## src/rtl/oc8051_cxrom_arb_pkg.sv

```systemverilog
// ============================================================================
// oc8051_cxrom_arb_pkg : shared types and constants for the code-ROM arbiter
// Revision: 1.0 - initial release
// ============================================================================
`default_nettype none

package oc8051_cxrom_arb_pkg;

  localparam int ROM_SIZE_DEFAULT = 10000;
  localparam int ID_W             = 1;

  typedef logic [ID_W-1:0] req_id_t;

  typedef enum logic [1:0] {
    ST_IDLE  = 2'd0,
    ST_FETCH = 2'd1,
    ST_RESP  = 2'd2
  } state_t;

endpackage

`default_nettype wire

```

## src/rtl/oc8051_rr_pick2.sv

```systemverilog
// ============================================================================
// oc8051_rr_pick2 : two-way round-robin pick, favours the requester not last granted
// Revision: 1.0 - initial release
// ============================================================================
`default_nettype none

module oc8051_rr_pick2
  import oc8051_cxrom_arb_pkg::*;
(
  input  logic [1:0] req,
  input  req_id_t    last_gnt,
  output req_id_t    gnt_id,
  output logic       valid
);

  always_comb begin
    valid  = |req;
    gnt_id = req_id_t'(0);
    if (req == 2'b11) begin
      gnt_id = ~last_gnt;
    end else if (req[1]) begin
      gnt_id = req_id_t'(1);
    end
  end

endmodule

`default_nettype wire

```

## src/rtl/oc8051_cxrom_arb.sv

```systemverilog
// ============================================================================
// oc8051_cxrom_arb : two-requester arbiter in front of a combinational code ROM
// Revision: 1.0 - initial release
// ============================================================================
`default_nettype none

module oc8051_cxrom_arb
  import oc8051_cxrom_arb_pkg::*;
#(
  parameter int ROM_SIZE = ROM_SIZE_DEFAULT
) (
  input  logic        clk,
  input  logic        rst,
  input  logic        r0_req,
  input  logic [15:0] r0_addr,
  output logic        r0_ack,
  output logic [31:0] r0_data,
  output logic        r0_err,
  input  logic        r1_req,
  input  logic [15:0] r1_addr,
  output logic        r1_ack,
  output logic [31:0] r1_data,
  output logic        r1_err,
  output logic [15:0] rom_addr,
  input  logic [31:0] rom_data
);

  localparam logic [31:0] LAST_OK = 32'(ROM_SIZE - 4);

  state_t     state;
  state_t     state_next;
  req_id_t    gnt_q;
  req_id_t    last_gnt;
  req_id_t    pick_id;
  logic       pick_valid;
  logic [1:0] pick_req;
  logic       grant;
  logic       capture;
  logic       addr_err;

  oc8051_rr_pick2 u_pick (
    .req      (pick_req),
    .last_gnt (last_gnt),
    .gnt_id   (pick_id),
    .valid    (pick_valid)
  );

  // A 4-byte fetch starting above 0xFFFC wraps past the 16-bit space.
  assign addr_err = ({16'd0, rom_addr} > LAST_OK) || (rom_addr > 16'hFFFC);

  always_ff @(posedge clk or negedge rst) begin
    if (!rst) begin
      state <= ST_IDLE;
    end else begin
      state <= state_next;
    end
  end

  always_comb begin
    state_next = state;
    pick_req   = 2'b00;
    grant      = 1'b0;
    capture    = 1'b0;
    case (state)
      ST_IDLE: begin
        pick_req = {r1_req, r0_req};
        if (pick_valid) begin
          grant      = 1'b1;
          state_next = ST_FETCH;
        end
      end
      ST_FETCH: begin
        capture    = 1'b1;
        state_next = ST_RESP;
      end
      ST_RESP: begin
        // The acked requester still holds req from the finished transaction.
        pick_req = (gnt_q == req_id_t'(1)) ? {1'b0, r0_req} : {r1_req, 1'b0};
        if (pick_valid) begin
          grant      = 1'b1;
          state_next = ST_FETCH;
        end else begin
          state_next = ST_IDLE;
        end
      end
      default: state_next = ST_IDLE;
    endcase
  end

  always_ff @(posedge clk or negedge rst) begin
    if (!rst) begin
      rom_addr <= 16'd0;
      gnt_q    <= req_id_t'(0);
      last_gnt <= req_id_t'(1);
      r0_ack   <= 1'b0;
      r1_ack   <= 1'b0;
      r0_data  <= 32'd0;
      r1_data  <= 32'd0;
      r0_err   <= 1'b0;
      r1_err   <= 1'b0;
    end else begin
      r0_ack <= 1'b0;
      r1_ack <= 1'b0;
      if (grant) begin
        rom_addr <= (pick_id == req_id_t'(1)) ? r1_addr : r0_addr;
        gnt_q    <= pick_id;
        last_gnt <= pick_id;
      end
      if (capture) begin
        if (gnt_q == req_id_t'(1)) begin
          r1_data <= addr_err ? 32'd0 : rom_data;
          r1_err  <= addr_err;
          r1_ack  <= 1'b1;
        end else begin
          r0_data <= addr_err ? 32'd0 : rom_data;
          r0_err  <= addr_err;
          r0_ack  <= 1'b1;
        end
      end
    end
  end

endmodule

`default_nettype wire

```

## config.mk

```make
export PLATFORM = sky130hd
export DESIGN_NAME = oc8051_cxrom_arb
export DESIGN_NICKNAME = d
export VERILOG_FILES = /design/src/rtl/oc8051_cxrom_arb_pkg.sv /design/src/rtl/oc8051_rr_pick2.sv /design/src/rtl/oc8051_cxrom_arb.sv
export SDC_FILE = /design/constraint.sdc
export NUM_CORES = 1
export LEC_CHECK = 0
export CORE_MARGIN = 8
export CORE_UTILIZATION = 35
export DETAILED_ROUTE_END_ITERATION = 6
export PLACE_DENSITY = 0.67
export SLEW_MARGIN = 15
export SYNTH_ARGS = -nofsm -noshare
export SYNTH_HDL_FRONTEND = slang
export SYNTH_SLANG_ARGS = --single-unit
```

## constraint.sdc

```tcl
create_clock -name clk -period 2.83 [get_ports clk]
set_input_delay 0.566 -clock clk [delete_from_list [all_inputs] [get_ports clk]]
set_output_delay 0.566 -clock clk [all_outputs]
set_load 0.03 [all_outputs]
```

==> results.toml <==
[worst_setup_path]
critical_path_class = "reg -> reg"
worst-endpoint-arrival_ns = 2.51
cp.required_ns = 3.06
cp-end-kind = "flop"
worst_r2r_endpoint = "r0_data[26]$_DFFE_PN0P_"
cp-start-kind = "flop"
worst_setup_path_endpoint = "r0_data[26]$_DFFE_PN0P_"
regToRegSetupSlack_ns = 0.55
worst_reg_to_reg_cells = 5
startpoint = "rom_addr[12]$_DFFE_PN0P_"
cp_max_fo = 20
rr_startpoint = "rom_addr[12]$_DFFE_PN0P_"

[sta]
hold_violations = 0
finalMaxSlewViolations = 0
worst_clock_skew_ns = 0.008493
setup_total_negative_slack_ns = 0
slew-limit-headroom_pct = 47.14
timing_worst_slew_pin_value_ns = 0.7928
shortest_period_the_worst_path_allows_ns = 2.279
grt_setup_unrepaired = "no"
finalCritPeriodShare_pct = 80.53
setup_violations = 0
achievable-frequency_mhz = 438.8

[finish]
area_growth_pct = 47.71
layout.cells.non_filler = 692
finalNetCount = 615
nFillCells = 991
drive_gt1_share_pct = 8.514
diodes = 0

[outcome]
outcome = "completed"

[yosys]
synth_seq_cells = 88
yosys.cell_types.count = 31
mappedNetlistNets = 477
synthesis.instances = 409
synth_edf_count = 0
mean_syn_cell_area_sq_um = 9.407
seq_total_area_yosys_pct = 57.27
ys_async_sr_fraction_pct = 100.0
synth_warnings = 0
synth.cell_area_sq_um = 3847
ys_dominant_reg_cell = "sky130_fd_sc_hd__dfrtp_1"

[clock_tree]
cts-resized-gates = 0
cts_setup_buffers = 0
clk_latency_ns = 0.36
cts-hold-fix-buffers = 0
tritoncts_buffers = 9
htree_levels = 3
clkSlewWorstSetupHoldPaths_ns = 0.08
clockRootBuffer = "sky130_fd_sc_hd__clkbuf_8"
tritoncts_clock_tree = "yes"
cts.path.max_buffers = 2
cts.sinks = 88

[floorplan]
starting_density_of_the_core_pct = 35.65
design.die.area_sq_um = 14600
floorplan.die.height_um = 120.8
die_width_um = 120.8
fp.coreArea_sq_um = 10790
floorplan.io_pins = 152
placementRows = 38

[detailed_routing]
route.detailed.wl_per_inst_um = 17.65
drt-pass1-iter-count = 4
route.detailed.vias_per_inst = 5.215
initial_drc_count = 274
final_antenna_net_count = 0
route.vias.total = 3609
wl_um = 12220
drc_violations_left = 0

[pwr]
powerDensity_nw_per_um2 = 1224
leakagePower_nw = 2.324
peak_supply_drop_uv = 542.2

[global_routing]
first_global_vias = 3772
grt.overflow.total = 0
maximum_number_of_pins_on_one_net_before_global_route_repair = 47
grt_pass1_wl_um = 19530
grt_antenna_before_repair = 0
gr-usage-all-layers_pct = 16.70

[place]
placedCellCount = 676
final_weighted_congestion_in_routability_driven_placement = 0.7981
placement.io_buffers = 151
detailedPlacementHpwl_um = 8705

[job]
max_cap_viol_count = 0

[worst_hold_path]
hold_path_class = "in -> async"
-- per-stage QoR --
step	util [%]	cell area, sq um	setup WS [ns]	hold slack, ns	total power [mW]
final	52.65	5683	0.5509	0.2082	6.954
after global routing	52.65	5683	0.3100	0.2475	7.369
after CTS	52.62	5679	0.5115	0.2125	7.017
after detailed placement	50.60	5461	0.2252	0.4772	6.068
after global placement	50.60	5461	0.3559	0.4722	6.000
after floorplan	-	3847	0.9982	0.2704	4.438
-- how the worst min path moves through the flow --
stage                             from                endpoint  slack [ns]
detailed placement  r0_err$_DFFE_PN0P_      r0_err$_DFFE_PN0P_        0.48
global route                       rst  r0_data[6]$_DFFE_PN0P_        0.25
floorplan                          rst       gnt_q$_DFFE_PN0P_        0.27
global placement    r0_err$_DFFE_PN0P_      r0_err$_DFFE_PN0P_        0.47
finish                             rst  r0_data[6]$_DFFE_PN0P_        0.21
CTS                                rst  r0_data[2]$_DFFE_PN0P_        0.21
-- where the power goes --
group	switching [mW]	internal [mW]	total [mW]
Combinational	2.38	1.46	3.84
Clock	0.437	0.504	0.941
Sequential	0.362	1.81	2.17
-- kinds of logic after synthesis --
kind of cell / after synthesis / synth area share, %
AO/OA/AOI/OAI: 91 / 15.41
buffers and inverters: 37 / 5.040
flip-flops: 88 / 57.27
AND/OR/NAND/NOR: 193 / 22.28
-- placed cells by master (no fill, tap or decap), types with 8 or more instances in the layout --
cell type                           n
sky130_fd_sc_hd__dfrtp_1           87
sky130_fd_sc_hd__a21oi_2           10
sky130_fd_sc_hd__clkdlybuf4s50_1  150
sky130_fd_sc_hd__nor2_1            18
sky130_fd_sc_hd__nand3_1           64
sky130_fd_sc_hd__nor3_1            16
sky130_fd_sc_hd__a21oi_1           54
sky130_fd_sc_hd__buf_4              8
sky130_fd_sc_hd__nand2_1           86
sky130_fd_sc_hd__o31ai_1           16
sky130_fd_sc_hd__clkbuf_8          13
-- synth_stat cells (2+ instances only) --
cell type	number	area (sq um)
sky130_fd_sc_hd__o31ai_1	16	120.1
sky130_fd_sc_hd__nand2b_1	2	12.51
sky130_fd_sc_hd__clkbuf_1	22	82.58
sky130_fd_sc_hd__dfrtp_1	87	2177
sky130_fd_sc_hd__buf_2	5	25.02
sky130_fd_sc_hd__nand3_1	64	320.3
sky130_fd_sc_hd__a21oi_1	54	270.3
sky130_fd_sc_hd__inv_1	3	11.26
sky130_fd_sc_hd__nor2_1	19	71.32
sky130_fd_sc_hd__o21ai_0	2	10.01
sky130_fd_sc_hd__nor3_1	16	80.08
sky130_fd_sc_hd__a211oi_4	2	40.04
sky130_fd_sc_hd__buf_6	5	56.30
sky130_fd_sc_hd__nand2_1	86	322.8
sky130_fd_sc_hd__a21oi_2	10	87.58
-- sequential cells by signal (all words and copies together), names as in the netlist --
signal	count
r0_data	32
r1_data	32
rom_addr	16
state	2
gnt_q	1
last_gnt	1
r0_ack	1
r0_err	1
r1_ack	1
r1_err	1
-- layout make-up --
| class | count | area, sq um | share of cell area (%) |
|---|---|---|---|
| clock buffers | 14 | 182.7 | 3.214 |
| clock inverters | 2 | 35.03 | 0.6165 |
| inverters | 4 | 15.01 | 0.2642 |
| multi-input cells | 284 | 1470 | 25.87 |
| flip-flops and latches | 88 | 2203 | 38.77 |
| well taps | 140 | 175.2 | 3.082 |
| repair buffers | 160 | 1602 | 28.18 |
-- worst max-delay path, stage by stage (launching register included) --
cell and delay [ns]:
sky130_fd_sc_hd__dfrtp_1 0.41, sky130_fd_sc_hd__or2_4 0.27, sky130_fd_sc_hd__a211o_4 0.34, sky130_fd_sc_hd__a211oi_4 0.63
sky130_fd_sc_hd__buf_4 0.42, sky130_fd_sc_hd__a21oi_1 0.07
-- per-layer routing --
layer / GRT usage [%] / wire length (um)
met5: 0 / 0
met4: 6.792 / 255
met3: 6.107 / 1167
met2: 26.36 / 5585
met1: 20.24 / 5207
Note: power is estimated with default switching activity, not from simulation.
